### config.mk
export PLATFORM = sky130hd
export DESIGN_NAME = ccff_chain_loader
export DESIGN_NICKNAME = d
export VERILOG_FILES = /design/src/rtl/ccff_pkg.sv /design/src/rtl/ccff_word_serializer.sv /design/src/rtl/ccff_chain_loader.sv
export SDC_FILE = /design/constraint.sdc
export NUM_CORES = 1
export LEC_CHECK = 0
export ABC_AREA = 1
export CAP_MARGIN = 20
export CORE_AREA = 5 5 90 92
export CTS_CLUSTER_SIZE = 30
export DETAILED_ROUTE_END_ITERATION = 8
export DIE_AREA = 0 0 95 97
export PLACE_DENSITY = 0.44
export SYNTH_ARGS = -nofsm -noshare
export SYNTH_HDL_FRONTEND = slang
export SYNTH_SLANG_ARGS = --single-unit
### constraint.sdc
create_clock -name prog_clk -period 5 [get_ports prog_clk]
set_input_delay 1.5 -clock prog_clk [delete_from_list [all_inputs] [get_ports prog_clk]]
set_output_delay 1.5 -clock prog_clk [all_outputs]
set_load 0.02 [all_outputs]
### src/rtl/ccff_pkg.sv
// Shared definitions for the configuration-chain loader.
//  - state_e        : loader FSM states
//  - WORD_W_DEF     : default bitstream word width
//  - CHAIN_LEN_DEF  : default number of config FFs in the fabric chain
package ccff_pkg;

    localparam int unsigned WORD_W_DEF    = 8;
    localparam int unsigned CHAIN_LEN_DEF = 1024;

    typedef enum logic [1:0] {
        IDLE  = 2'd0,
        LOAD  = 2'd1,
        CHECK = 2'd2,
        DONE  = 2'd3
    } state_e;

endpackage

### src/rtl/ccff_word_serializer.sv
// Word buffer and bit serializer feeding the config chain head.
// Ports:
//  clk, rst_n    clock, async active-low reset
//  en            loader is in LOAD; shifting and handshakes allowed
//  arm           loader will be in LOAD next cycle; qualifies s_ready
//  discard       last chain bit is being issued; drop whatever is left
//  s_valid/s_ready/s_data  bitstream word stream (bit 0 first)
//  ccff_head     registered serial data to chain head (holds when idle)
//  ccff_shift    registered chain shift enable
//  issue_c       a bit is being issued on this edge
//  head_nxt_c    value ccff_head takes on this edge
module ccff_word_serializer #(
    parameter int unsigned WORD_W = 8
) (
    input  logic              clk,
    input  logic              rst_n,
    input  logic              en,
    input  logic              arm,
    input  logic              discard,
    input  logic              s_valid,
    output logic              s_ready,
    input  logic [WORD_W-1:0] s_data,
    output logic              ccff_head,
    output logic              ccff_shift,
    output logic              issue_c,
    output logic              head_nxt_c
);

    localparam int unsigned LEFT_W = $clog2(WORD_W + 1);

    // left_q counts buffered bits not yet placed on the head; the bit
    // currently on ccff_head is already out of the buffer.
    logic [WORD_W-1:0] buf_q;
    logic [WORD_W-1:0] buf_adv;
    logic [WORD_W-1:0] buf_d;
    logic [LEFT_W-1:0] left_q;
    logic [LEFT_W-1:0] left_adv;
    logic [LEFT_W-1:0] left_d;
    logic              ready_d;

    // Issue the next bit: from the buffer if it holds any, otherwise bit 0
    // of a word accepted on this edge (gives one-cycle handshake latency).
    always_comb begin
        issue_c    = 1'b0;
        head_nxt_c = ccff_head;
        buf_adv    = buf_q;
        left_adv   = left_q;
        if (en) begin
            if (left_q != '0) begin
                issue_c    = 1'b1;
                head_nxt_c = buf_q[0];
                buf_adv    = buf_q >> 1;
                left_adv   = left_q - LEFT_W'(1);
            end else if (s_valid && s_ready) begin
                issue_c    = 1'b1;
                head_nxt_c = s_data[0];
                buf_adv    = s_data >> 1;
                left_adv   = LEFT_W'(WORD_W - 1);
            end
        end
    end

    // Kept outside the block above so discard (derived from issue_c) forms no loop.
    assign buf_d   = discard ? '0 : buf_adv;
    assign left_d  = discard ? '0 : left_adv;
    assign ready_d = arm && !discard && (left_d == '0);

    always_ff @(posedge clk or negedge rst_n) begin
        if (!rst_n) begin
            buf_q      <= '0;
            left_q     <= '0;
            s_ready    <= 1'b0;
            ccff_head  <= 1'b0;
            ccff_shift <= 1'b0;
        end else begin
            buf_q      <= buf_d;
            left_q     <= left_d;
            s_ready    <= ready_d;
            ccff_head  <= head_nxt_c;
            ccff_shift <= issue_c;
        end
    end

endmodule

### src/rtl/ccff_chain_loader.sv
// Writer side of the fabric configuration chain: serialises bitstream words
// LSB-first onto ccff_head, stops after exactly CHAIN_LEN bits, then checks
// continuity by comparing ccff_tail with the first bit shifted.
// Ports:
//  prog_clk, pReset_n       clock, async active-low reset
//  start                    begin a load (honoured in IDLE/DONE only)
//  s_valid/s_ready/s_data   bitstream word stream
//  ccff_head/ccff_shift     chain head data and shift enable
//  ccff_tail                chain tail output
//  busy, done, error        status (error valid when done)
//  bits_loaded              bits shifted in the current load
module ccff_chain_loader
    import ccff_pkg::*;
#(
    parameter int unsigned WORD_W    = WORD_W_DEF,
    parameter int unsigned CHAIN_LEN = CHAIN_LEN_DEF,
    parameter int unsigned CNT_W     = $clog2(CHAIN_LEN + 1)
) (
    input  logic              prog_clk,
    input  logic              pReset_n,
    input  logic              start,
    input  logic              s_valid,
    output logic              s_ready,
    input  logic [WORD_W-1:0] s_data,
    output logic              ccff_head,
    output logic              ccff_shift,
    input  logic              ccff_tail,
    output logic              busy,
    output logic              done,
    output logic              error,
    output logic [CNT_W-1:0]  bits_loaded
);

    localparam logic [CNT_W-1:0] LEN    = CNT_W'(CHAIN_LEN);
    localparam logic [CNT_W-1:0] LEN_M1 = CNT_W'(CHAIN_LEN - 1);

    state_e            state_q;
    state_e            state_d;
    logic              busy_d;
    logic              done_d;
    logic              err_d;
    logic [CNT_W-1:0]  bl_d;
    logic              sentinel_q;
    logic              sentinel_d;
    logic              issue_c;
    logic              head_nxt_c;
    logic              discard_c;
    logic              ser_en;
    logic              ser_arm;

    assign ser_en  = (state_q == LOAD);
    assign ser_arm = (state_d == LOAD);

    // The bit issued when bits_loaded is CHAIN_LEN-1 is the last one.
    assign discard_c = (state_q == LOAD) && issue_c && (bits_loaded == LEN_M1);

    ccff_word_serializer #(
        .WORD_W (WORD_W)
    ) u_ser (
        .clk        (prog_clk),
        .rst_n      (pReset_n),
        .en         (ser_en),
        .arm        (ser_arm),
        .discard    (discard_c),
        .s_valid    (s_valid),
        .s_ready    (s_ready),
        .s_data     (s_data),
        .ccff_head  (ccff_head),
        .ccff_shift (ccff_shift),
        .issue_c    (issue_c),
        .head_nxt_c (head_nxt_c)
    );

    // Next state and status. LOAD persists through the cycle showing the last
    // bit so CHECK samples the tail after that bit has been captured.
    always_comb begin
        state_d = state_q;
        err_d   = error;
        unique case (state_q)
            IDLE: begin
                if (start) state_d = LOAD;
            end
            LOAD: begin
                if (bits_loaded == LEN) state_d = CHECK;
            end
            CHECK: begin
                state_d = DONE;
                err_d   = (ccff_tail != sentinel_q);
            end
            DONE: begin
                if (start) begin
                    state_d = LOAD;
                    err_d   = 1'b0;
                end
            end
            default: state_d = IDLE;
        endcase
        busy_d = (state_d == LOAD) || (state_d == CHECK);
        done_d = (state_d == DONE);
    end

    // Bit counter (saturating at CHAIN_LEN) and sentinel capture.
    always_comb begin
        bl_d       = bits_loaded;
        sentinel_d = sentinel_q;
        if ((state_q == DONE) && start) begin
            bl_d = '0;
        end else if ((state_q == LOAD) && issue_c && (bits_loaded != LEN)) begin
            bl_d = bits_loaded + CNT_W'(1);
            if (bits_loaded == '0) sentinel_d = head_nxt_c;
        end
    end

    always_ff @(posedge prog_clk or negedge pReset_n) begin
        if (!pReset_n) begin
            state_q     <= IDLE;
            busy        <= 1'b0;
            done        <= 1'b0;
            error       <= 1'b0;
            bits_loaded <= '0;
            sentinel_q  <= 1'b0;
        end else begin
            state_q     <= state_d;
            busy        <= busy_d;
            done        <= done_d;
            error       <= err_d;
            bits_loaded <= bl_d;
            sentinel_q  <= sentinel_d;
        end
    end

endmodule

==> results.txt <==
* Die span in y: 97 um
- The worst-case IR drop observed on VDD is ~130 uV.
- The initial utilization of the core area, before any placement, comes to 0.263.
- Wire length of the first global-routing pass: about 7700 um
- The critical path goes through clkdlybuf4s50_1.
- The detailed router placed 1658 vias in this run.
- For met3 alone, demand over resource in global routing was 0.0225.
- The largest single stage delay on the critical path is around 0.67 ns.
- The hold violation total from the final report was 0.
- Clock latency on the worst-skew pair: between 0.2 and 0.3 ns
* Placed wire-length estimate: ~3500 um
- Antenna violations before repair: 0
- Area delta synth->final: 26.7%
- In this run the remaining antenna-violating nets after routing total 0.
- Clock Power Share: 0.162
* Global-route layer with the greatest usage: met1
- Synth Area per Inst: around 7.2 um2
* CTS root buf: clkbuf_8
* Cell at the slowest stage of the critical path: clkdlybuf4s50_1
- Port Buf Inserts: 29
* Wirelength, routed: around 4600 um
- Placeable core region: slightly above 0.007 mm2
* Total power density per cell area: between 500 and 600 mW/mm2
- In the final routed layout, each cell accounts on average for 11.8 um.
* Number of synthesized register bits: 31
- At the end of the flow, the number of nets in the layout was 314.
- The repair_antennas step left the layout with diodes totalling 0.
- Switching power share of the total: 0.467
- The floorplan step set the die width to 95 um.
- Gates resized during post-CTS repair numbered 0.
* 1st-pass router iterations: 4
- Cell family with most CP delay: buffers and inverters
- Residual DRC count: 0
- Count of hold buffers inserted by post-cts repair: 0
- Counting every net in the synthesized netlist gives 281.
- Total I/O pin count: 30
- Min Hold Slack: about 0.48 ns
- Synthesis instantiated 25 different standard cells from the library.
- Along the worst path, the maximum fanout reaches 8.
- Routed vias/inst: between 4 and 5
* Sinks on the clock net: 31
* Sequential element share of the synthesized area: 0.414
- Total global routing track utilization: 0.105
- In this run the cell area of the synthesized design comes to roughly 0.0019 mm2.
- Die Area: between 0.009 and 0.01 mm2
- The analysis attributes to cell leakage a power of 1.16 nW.
* Synth warn: 0
- Int Power: about 0.00075 W
* Flop pwr share: 0.317
- Global placement routability congestion: 0.806
* Cell count after synthesis: around 260
- The total overflow left after global routing is 0.
* Max Clk Rate: ~340 MHz
* Cell Rows: 31
* H-Tree Depth: 2
* Max-cap check violation count: 0
* Outcome: finished clean
- The finished cells cover roughly 0.0024 mm2.
* Number of global-route vias before repair: roughly 1600
- Setup violations remaining at the end of the flow were counted as 0.
- Counting along the longest clock path gives a buffer depth of 2.
- For the pin with the worst max-slew slack, the measured transition is 0.450 ns.
- Req. time, crit path: around 3.5 ns
* Relative slew slack: 0.699
* Post-layout min period: 2.97 ns
* Clock buffers created by TritonCTS: 5
- Met2 routing resource usage after global routing: 0.146
- Setup repair after global routing missed its margin: no
- Clock skew on the completed layout was measured at slightly above 0.007 ns.
- The critical path in this run is classified as flop to primary output.
- The detailed router finished its first iteration with 70 violations.
- In the finished design, the share of the clock period the worst path needs comes to 0.594.
- STA classifies the critical path startpoint as a flop.
- Pin count of the biggest net entering global routing: 32
* Number of setup buffers added after CTS: 0
- Critical path buffers and inverters: 1
- At the worst endpoint, the arrival time is approximately 1.5 ns.
* Combinational share of power: 0.521
- Max Transition Viols Final: 0
- Switching pwr: between 0.0006 and 0.0007 W
- Fraction of layout instances using a drive strength above 1: 0.0956
- TritonCTS built the clock tree.
- Met1 global-route usage: 0.158
- Clock-pin slew was measured on the worst setup and hold paths at approximately 0.070 ns.
* Hold/Removal Path Class: flop to flop
- After detailed placement, the total cell area comes to around 0.0023 mm2.
- STA classifies the critical path endpoint as a primary output.
* Final sum of negative setup slack: 0 ns
-- Yosys cell counts (all sizes together) --
cell    number  area share
xor2         2      0.0093
a21o         1      0.0040
a21oi       10       0.029
clkbuf       1      0.0020
nand3b       1      0.0040
inv         33       0.066
o21ai       13       0.035
xnor2        1      0.0047
nor3         1      0.0027
nand3       16       0.045
nor2        29       0.073
buf          3       0.011
nand4        7       0.023
ha           9       0.060
dfrtp       31        0.41
nand2      101        0.22
-- placed cells by master (no fill, tap or decap) --
master	instances
nor2_4	3
nor3_1	1
nand2_2	8
inv_1	30
clkdlybuf4s50_1	29
a21o_1	1
nand2_1	92
nand4_1	7
o21ai_0	12
nand3b_1	1
xnor2_1	1
o21ai_1	1
inv_2	3
nand2_4	1
clkinvlp_4	1
nand3_1	15
buf_4	1
nor2_2	2
a21oi_1	9
clkbuf_8	7
xor2_1	2
nor2_1	24
nand3_2	1
dfrtp_1	31
a21oi_2	1
ha_1	9
-- path summary, 6_finish.rpt --
kind	cells past startpoint	start	to	slack [ns]
min in group asynchronous	2	pReset_n	bits_loaded[3]	1.61
max in group asynchronous	2	pReset_n	u_ser.ccff_shift	3.09
worst min-delay path	2	u_ser.buf_q[0]	u_ser.buf_q[0]	0.48
worst min register to register	2	u_ser.buf_q[0]	u_ser.buf_q[0]	0.48
worst max-delay path	1	bits_loaded[7]	bits_loaded[7]	2.03
worst max register to register	12	bits_loaded[0]	u_ser.s_ready	2.90
-- worst register-to-register path: cells and delay by family (launching register included) --
| kind | cells | cell delay, ns |
|---|---|---|
| AND/OR/NAND/NOR | 6 | 0.61 |
| flip-flops | 1 | 0.51 |
| adder cells (fa/ha/maj) | 2 | 0.42 |
| AO/OA/AOI/OAI | 2 | 0.33 |
| buffers and inverters | 2 | 0.17 |
-- kinds of logic after synthesis --
kind of cell             Yosys count  share of synthesized area
buffers and inverters             37                     0.0794
AO/OA/AOI/OAI                     24                     0.0674
XOR/XNOR                           3                     0.0140
adder cells (fa/ha/maj)            9                     0.0601
AND/OR/NAND/NOR                  155                      0.365
flip-flops                        31                      0.414
-- routing by layer --
layer	share of wire	up-vias
li1	-	873
met1	0.53	752
met2	0.42	28
met3	0.035	5
met4	0.014	0
met5	0	-
-- area by class of cell --
cell class	count	area [um2]
Timing Repair Buffer	30	298
Inverter	33	124
Clock buffer	7	96.3
Sequential cell	31	776
Clock inverter	1	7.51
Fill cell	785	4760
Tap cell	99	124
Multi-Input combinational cell	191	950
-- flip-flops by register name, summed over array words and instances, names as in the netlist --
signal and flops:
bits_loaded 11, busy 1, done 1, error 1, sentinel_q 1, state_q 2, u_ser.buf_q 7, u_ser.ccff_head 1
u_ser.ccff_shift 1, u_ser.left_q 4, u_ser.s_ready 1
-- per-stage QoR --
| stage | instances | worst slack, ns | util | power, W |
|---|---|---|---|---|
| CTS | 392 | 2.02 | 0.333 | 0.00144 |
| detailed placement | 384 | 2.01 | 0.318 | 0.00120 |
| global placement | 384 | 2.03 | 0.318 | 0.00120 |
| floorplan | 259 | 2.69 | - | 0.000949 |
| finish | 392 | 2.03 | 0.333 | 0.00141 |
| global route | 392 | 1.97 | 0.333 | 0.00155 |
-- power by group through the flow --
stage	logic, W	registers [W]	clock network, W
final	0.000737	0.000448	0.000229
after global routing	0.000843	0.000465	0.000242
after CTS	0.000751	0.000450	0.000236
after detailed placement	0.000746	0.000455	0
after global placement	0.000746	0.000455	0
after floorplan	0.000461	0.000488	0
Power figures use the tool's default switching activity.
